**src/rtl/stream_pkg.sv**
```systemverilog
// ---------------------------------------------------------------------------
// stream_pkg
//   Shared definitions for the width-converting stream blocks.
//   Contents:
//     stream_state_e  two-state occupancy enum (EMPTY: nothing held,
//                     SEND: a wide word is held and being emitted).
//     calc_ratio()    number of narrow beats per wide word.
//     calc_idx_w()    width of a beat index counter for a given ratio.
// ---------------------------------------------------------------------------
package stream_pkg;

    typedef enum logic {
        EMPTY = 1'b0,
        SEND  = 1'b1
    } stream_state_e;

    function automatic int unsigned calc_ratio(input int unsigned wide_w,
                                               input int unsigned narrow_w);
        return wide_w / narrow_w;
    endfunction

    // A counter needs at least one bit even when the ratio is degenerate.
    function automatic int unsigned calc_idx_w(input int unsigned ratio);
        return (ratio < 2) ? 1 : $clog2(ratio);
    endfunction

endpackage

```
**src/rtl/stream_downsizer.sv**
```systemverilog
// ---------------------------------------------------------------------------
// stream_downsizer
//   Takes one WIDTH-bit word per valid/ready handshake and emits it as
//   RATIO = WIDTH/OUT_WIDTH narrow beats, least-significant slice first,
//   flagging the final slice with last_o. Back-to-back words stream with
//   no idle cycle between them.
//
// Handshake: a transfer happens on a rising clk edge where valid and ready
//   are both high. Once valid is raised the source holds data until that
//   transfer. ready_in_o depends combinationally on ready_out_i so the next
//   word can be taken on the same edge the final beat leaves. valid_out_o,
//   data_out_o and last_o depend only on registered state.
//
// Ports:
//   clk_i        clock, all logic on posedge
//   rst_ni       synchronous active-low reset
//   valid_in_i   upstream word valid
//   ready_in_o   block can accept a word this cycle
//   data_in_i    upstream word (WIDTH bits)
//   valid_out_o  beat valid
//   ready_out_i  downstream accepts beat
//   data_out_o   current beat (OUT_WIDTH bits)
//   last_o       current beat is the final slice of the word
// ---------------------------------------------------------------------------
module stream_downsizer
    import stream_pkg::*;
#(
    parameter int unsigned WIDTH     = 32,
    parameter int unsigned OUT_WIDTH = 8
) (
    input  logic                 clk_i,
    input  logic                 rst_ni,
    input  logic                 valid_in_i,
    output logic                 ready_in_o,
    input  logic [WIDTH-1:0]     data_in_i,
    output logic                 valid_out_o,
    input  logic                 ready_out_i,
    output logic [OUT_WIDTH-1:0] data_out_o,
    output logic                 last_o
);

    localparam int unsigned     RATIO    = calc_ratio(WIDTH, OUT_WIDTH);
    localparam int unsigned     IDX_W    = calc_idx_w(RATIO);
    localparam logic [IDX_W-1:0] LAST_IDX = IDX_W'(RATIO - 1);

    if (((WIDTH % OUT_WIDTH) != 0) || (RATIO < 2)) begin : g_bad_params
        $error("stream_downsizer: WIDTH must be a multiple of OUT_WIDTH with at least 2 beats");
    end

    stream_state_e    state_q, state_d;
    logic [IDX_W-1:0] idx_q,   idx_d;
    logic [WIDTH-1:0] word_q,  word_d;

    logic at_last;
    logic in_fire;
    logic out_fire;

    assign at_last     = (idx_q == LAST_IDX);
    assign valid_out_o = (state_q == SEND);
    assign last_o      = valid_out_o & at_last;

    // Accept while empty, or while the final beat is leaving this cycle.
    assign ready_in_o  = (state_q == EMPTY) |
                         ((state_q == SEND) & at_last & ready_out_i);

    assign in_fire     = valid_in_i & ready_in_o;
    assign out_fire    = valid_out_o & ready_out_i;

    // Beat select from the registered word; idx never exceeds LAST_IDX.
    always_comb begin
        data_out_o = '0;
        for (int unsigned i = 0; i < RATIO; i++) begin
            if (idx_q == IDX_W'(i)) begin
                data_out_o = word_q[i*OUT_WIDTH +: OUT_WIDTH];
            end
        end
    end

    always_comb begin
        state_d = state_q;
        idx_d   = idx_q;
        word_d  = word_q;
        case (state_q)
            EMPTY: begin
                if (in_fire) begin
                    word_d  = data_in_i;
                    idx_d   = '0;
                    state_d = SEND;
                end
            end
            SEND: begin
                if (out_fire) begin
                    if (!at_last) begin
                        idx_d = idx_q + IDX_W'(1);
                    end else if (in_fire) begin
                        // Zero-bubble refill: new word replaces the one just finished.
                        word_d = data_in_i;
                        idx_d  = '0;
                    end else begin
                        idx_d   = '0;
                        state_d = EMPTY;
                    end
                end
            end
            default: begin
                state_d = EMPTY;
                idx_d   = '0;
            end
        endcase
    end

    always_ff @(posedge clk_i) begin
        if (!rst_ni) begin
            state_q <= EMPTY;
            idx_q   <= '0;
            word_q  <= '0;
        end else begin
            state_q <= state_d;
            idx_q   <= idx_d;
            word_q  <= word_d;
        end
    end

endmodule

```
**config.mk**
```make
export PLATFORM = sky130hd
export DESIGN_NAME = stream_downsizer
export DESIGN_NICKNAME = d
export VERILOG_FILES = /design/src/rtl/stream_pkg.sv /design/src/rtl/stream_downsizer.sv
export SDC_FILE = /design/constraint.sdc
export NUM_CORES = 1
export LEC_CHECK = 0
export CORE_MARGIN = 3
export CORE_UTILIZATION = 60
export CTS_BUF_LIST = sky130_fd_sc_hd__clkbuf_16
export CTS_CLUSTER_DIAMETER = 40
export DETAILED_ROUTE_END_ITERATION = 16
export DONT_BUFFER_PORTS = 1
export HOLD_SLACK_MARGIN = 0.02
export PLACE_DENSITY = 0.76
export SYNTH_ARGS = -nofsm -noshare
export SYNTH_HDL_FRONTEND = slang
export SYNTH_SLANG_ARGS = --single-unit
```
**constraint.sdc**
```tcl
create_clock -name clk_i -period 1.75 [get_ports clk_i]
set_input_delay 0.175 -clock clk_i [delete_from_list [all_inputs] [get_ports clk_i]]
set_output_delay 0.175 -clock clk_i [all_outputs]
set_load 0.02 [all_outputs]
```
## Yosys cells after proc, flatten, opt, wreduce, memory -nomap -nowiden

Index checks and enable logic that the tools add are counted.

- Add/sub/neg operators: 1
- Multiply operators: 0
- Div/mod/pow operators: 0
- Magnitude comparators: 0
- Eq/ne operators: 6
- Shift-type cells: 0
- Multiplexer cells: 16
- Bitwise gates (word level): 6
- Reduce and logical (&&, ||, !) cells: 3

Operators with widths:

| operator | count |
|---|---|
| two-way mux 32 bit | 3 |
| case mux 32 bit (2 select lines) | 1 |
| two-way mux 8 bit | 4 |
| two-way mux 2 bit | 3 |
| AND 1 bit | 4 |
| == test 2 bit, second input constant | 2 |
| != test 2 x 1 -> 1 bit, second input constant | 2 |
| case mux 2 bit (2 select lines) | 1 |
| AND reduction 2 bit | 2 |
| two-way mux 1 bit | 3 |
| adder 2 x 1 -> 2 bit, second input constant | 1 |
| == test 2 x 1 -> 1 bit, second input constant | 1 |
| zero test 2 bit | 1 |
| != test 2 bit, second input constant | 1 |
| case mux 1 bit (2 select lines) | 1 |
| inverter 1 bit | 1 |
| bitwise OR 1 bit | 1 |

- Bits in registers: 35
- Latch bits: 0
- RAM bits: 0
- Memory bits (read-only): 0
- Bits of input ports: 36
- Output and inout bits: 11
- Logic and storage cells: 35
- Memories: 0

## Depth between registers and ports, before layout

- Word-level depth: 9
- Depth in mapped cells: 7
- Mapped depth without buffers: 5

## Least setup slack after synthesis

OpenSTA, ideal clock, no wires.

- Path kind: register -> output
- Start point: register idx_q[0]
- End point: output data_out_o[0]
- Arrival time: 1.367 ns
- Data required time: 1.575 ns
- Path slack: 0.208 ns
- Cell stages (with the launch flop): 8
- Path buffers: 2
- Cells stage by stage: dfxtp_1 inv_1 ha_1 clkbuf_1 buf_2 a21oi_1 o21ai_0 a22o_1

- Word-level cells in the longest chain between the ends: 5
- Elaborated cells between the ends (all ways): 8
- Those cells by class: 3 x eq/ne; 4 x mux; 1 x reduce/logical

Ends and longest elaborated chain:

| element | line | source |
|---|---|---|
| start: declaration | stream_downsizer.sv:51 | `logic [IDX_W-1:0] idx_q, idx_d;` |
| start signal: assignment | stream_downsizer.sv:119 | `idx_q <= idx_d;` |
| zero test 2 bit | stream_downsizer.sv:73 | `if (idx_q == IDX_W'(i)) begin` |
| two-way mux 8 bit (3 in a row) | stream_downsizer.sv:73 |  |
| two-way mux 8 bit * | stream_downsizer.sv:73 |  |
| end: declaration | stream_downsizer.sv:38 | `output logic [OUT_WIDTH-1:0] data_out_o,` |

Mark *: on every way between the ends. The rest lies on a longest branch, timed or not.

## Worst setup path after layout

- Start point: register idx_q[1]
- End point: output data_out_o[3]

The elaborated chain is that of the path after synthesis.

==> results.md <==
- Status: finished, violations left
- Failing checks: setup timing
- Layout area overhead: 15.16%
- Mapped Area: 1783 µm²
- Post-synth top area share: between 30 and 40%
- Delay-heaviest family, CP: compound AO/OA/AOI/OAI gates
- Rows: 19
- Crit-path max FO: 5
- Hold crit path type: input pin to register
- Routed Antenna Nets: 0
- Input/output buffers: 0
- Die height: between 60 and 70 µm
- Crit Path Class: register to output pin
- Crit Reg-Reg Endpoint: valid_out_o
- Total GRT Usage: 22.11%
- Initial DRC count: 74
- Pin count of the biggest net entering global routing: 68
- Slew @ Worst Pin: around 180 ps
- Number of vias per cell: 5.772
- Final period util: 101.8%
- Share of cells above drive strength 1: between 10% and 20%
- Relative slew slack: between 80% and 90%
- Slowest stage delay, CP: roughly 380 ps
- Die width: slightly above 60 µm
- Top_reg_cell synth: dfxtp_1
- CP required: 1570 ps
- Worst-Skew Late Latency: around 280 ps
- Filler cells: about 220
- Syn Area/Cell: around 8.4 µm²
- Fin nets: between 200 and 300
- Launch point of the worst path: idx_q[1]
- VDD IR max: 0.0006652 V
- Pins Over Slew Limit: 0
- Final WL: ~4100 µm
- CTS sink cnt: 35
- Initial core utilization: a little under two thirds
- Fmax: 561.1 MHz
- Cell type with the largest total area after synthesis: dfxtp_1
- Dpl hpwl: between 2000 and 3000 µm
- Number of global-route vias before repair: roughly 1300
- Share of flip-flops with an asynchronous set or reset: 0%
- CP startpoint kind: register
- Number of buffers created by CTS: 5
- Max cap viols: 0
- R2R setup slack: 210 ps
- CTS Root Cell: clkbuf_16
- Worst setup margin: -32.37 ps
- Max clock buf depth: 2
- Min cycle time layout: approximately 1800 ps
- RD Place Congestion: 0.7938
- CP Capture Type: output pin
- Crit path buf inv count: 2
- Drc violations: 0
- Post-Syn Instances: 213
- Die area: between 3000 and 4000 µm²
- Crit path to: data_out_o[3]
- Distinct cells, synth: 19
- Final Setup Violations: 1
- Final Cell Area: approximately 2100 µm²
- Commonest non-fill, non-tap cells in the layout: 72 x nand2_1, 33 x mux2i_1, 33 x dfxtp_1
- Ports: 47
- Via count: around 1400
- Worst R2R Start: idx_q[0]
- Final global-route overflow total: 0
- Register area share after synthesis: 39.30%
- First-pass GRT wire length: about 6000 µm
- Crit path depth: 6
- Antenna diode count: 0
- Number of synthesized flops with an enable pin: 0
- Placed Cells: about 230
- CTS tree: done
- Final Util: around three quarters
- Initial antenna violation count: 0
- Max Clock Skew: 7.546 ps
- Worst hold margin: 41.10 ps
- Detailed-router iteration count before antenna repair: 6
- WP data arrival: between 1500 and 2000 ps
- RSZ-0062 raised after global routing: true
- Core area: between 2000 and 3000 µm²
- Total placed instance area: approximately 1700 µm²
- Synth Register Bits: 35
- Per-cell routed wire length: 16.52 µm
- Layout Cells excl Fill: 250
- CP max stage cell: dfxtp_4
- Fin. Hold Viols: 0
- Path depth of the worst reg2reg path: 4
- Commonest non-fill, non-tap cell in the layout: nand2_1
- P_leak: approximately 0.85 nW
- Pwr Density: about 940 nW/µm²
- Synth Warn #: 0
- Synth Net Count: 253
- Clock transition at path regs: 60 ps
- H-tree levels: 2
- Ranking of synthesized cells by area: dfxtp_1 39%, mux2i_1 19%, nand2_1 15%
- Crit path cell chain: inv_4 -> ha_4 -> buf_4 -> a21oi_1 -> o21ai_1 -> a22o_2
==> cells by family after synthesis <==
logic type / Yosys count / synth area share [%]
buffers and inverters: 28 / 9.263
flip-flops: 35 / 39.30
adder cells (fa/ha/maj): 4 / 2.807
multiplexers: 33 / 18.53
AND/OR/NAND/NOR: 77 / 16.98
AO/OA/AOI/OAI: 36 / 13.12
==> worst min path at each step <==
stage                  end  slack, ps  cells after the start     startpoint
2_1_floorplan  valid_out_o        300                      1     valid_in_i
3_3_place_gp   valid_out_o        300                      1         rst_ni
5_1_grt          word_q[6]         40                      2   data_in_i[6]
3_5_place_dp   valid_out_o        300                      1         rst_ni
4_1_cts           idx_q[0]         40                      1         rst_ni
6_report        word_q[30]         40                      2  data_in_i[30]
==> power breakdown <==
part / total (mW) / switching (mW) / internal, mW
Clock: 0.816 / 0.306 / 0.510
Sequential: 0.880 / 0.0332 / 0.846
Combinational: 0.234 / 0.124 / 0.110
Total: 1.93 / 0.463 / 1.47
==> routing by layer <==
metal	vias up	part of all wire [%]	GRT usage (%)
li1	711	-	-
met1	671	44	28.40
met2	57	49	35.19
met3	4	6.7	8.511
met4	0	0.61	5.573
met5	-	0	0
==> cell type report <==
| class | instances | area, µm² | share of cell area, % |
|---|---|---|---|
| Clock buffer | 5 | 125.1 | 6.094 |
| Inverter | 11 | 46.29 | 2.255 |
| Tap cell | 31 | 38.79 | 1.889 |
| Sequential cell | 35 | 708.2 | 34.49 |
| Timing Repair Buffer | 16 | 141.4 | 6.886 |
| Clock inverter | 2 | 8.758 | 0.4266 |
| Multi-Input combinational cell | 150 | 984.7 | 47.96 |
==> what timing repair did <==
| action | CTS | global route |
|---|---|---|
| hold endpoints to repair | 1 | 0 |
| resized for setup | 11 | 28 |
| buffers inserted | 0 | 10 |
| hold buffers | 2 | 0 |
| pin swaps | 1 | 11 |
| setup endpoints to repair | 8 | 8 |
==> stage by stage <==
stage | total power, mW | TNS (ps) | setup WS (ps)
2_1_floorplan | 1.089 | 0 | 207.8
4_1_cts | 1.920 | -3.798 | -3.798
6_report | 1.930 | -32.37 | -32.37
5_1_grt | 2.004 | -145.1 | -58.05
3_5_place_dp | 1.096 | 0 | 69.70
3_3_place_gp | 1.089 | 0 | 153.0
==> cell usage after synthesis (2+ instances only) <==
library cell	instances
dfxtp_1	35
inv_1	11
nor2b_1	2
mux2i_1	33
buf_2	3
a22o_1	8
buf_12	3
o21ai_0	8
clkbuf_1	10
a21oi_1	16
a32oi_1	2
nand2_1	72
ha_1	4
==> sequential cells by signal (all words and copies together), names as in the netlist <==
signal,cells
idx_q,2
word_q,32
valid_out_o,1
No activity file was read; power rests on OpenSTA's default activity.
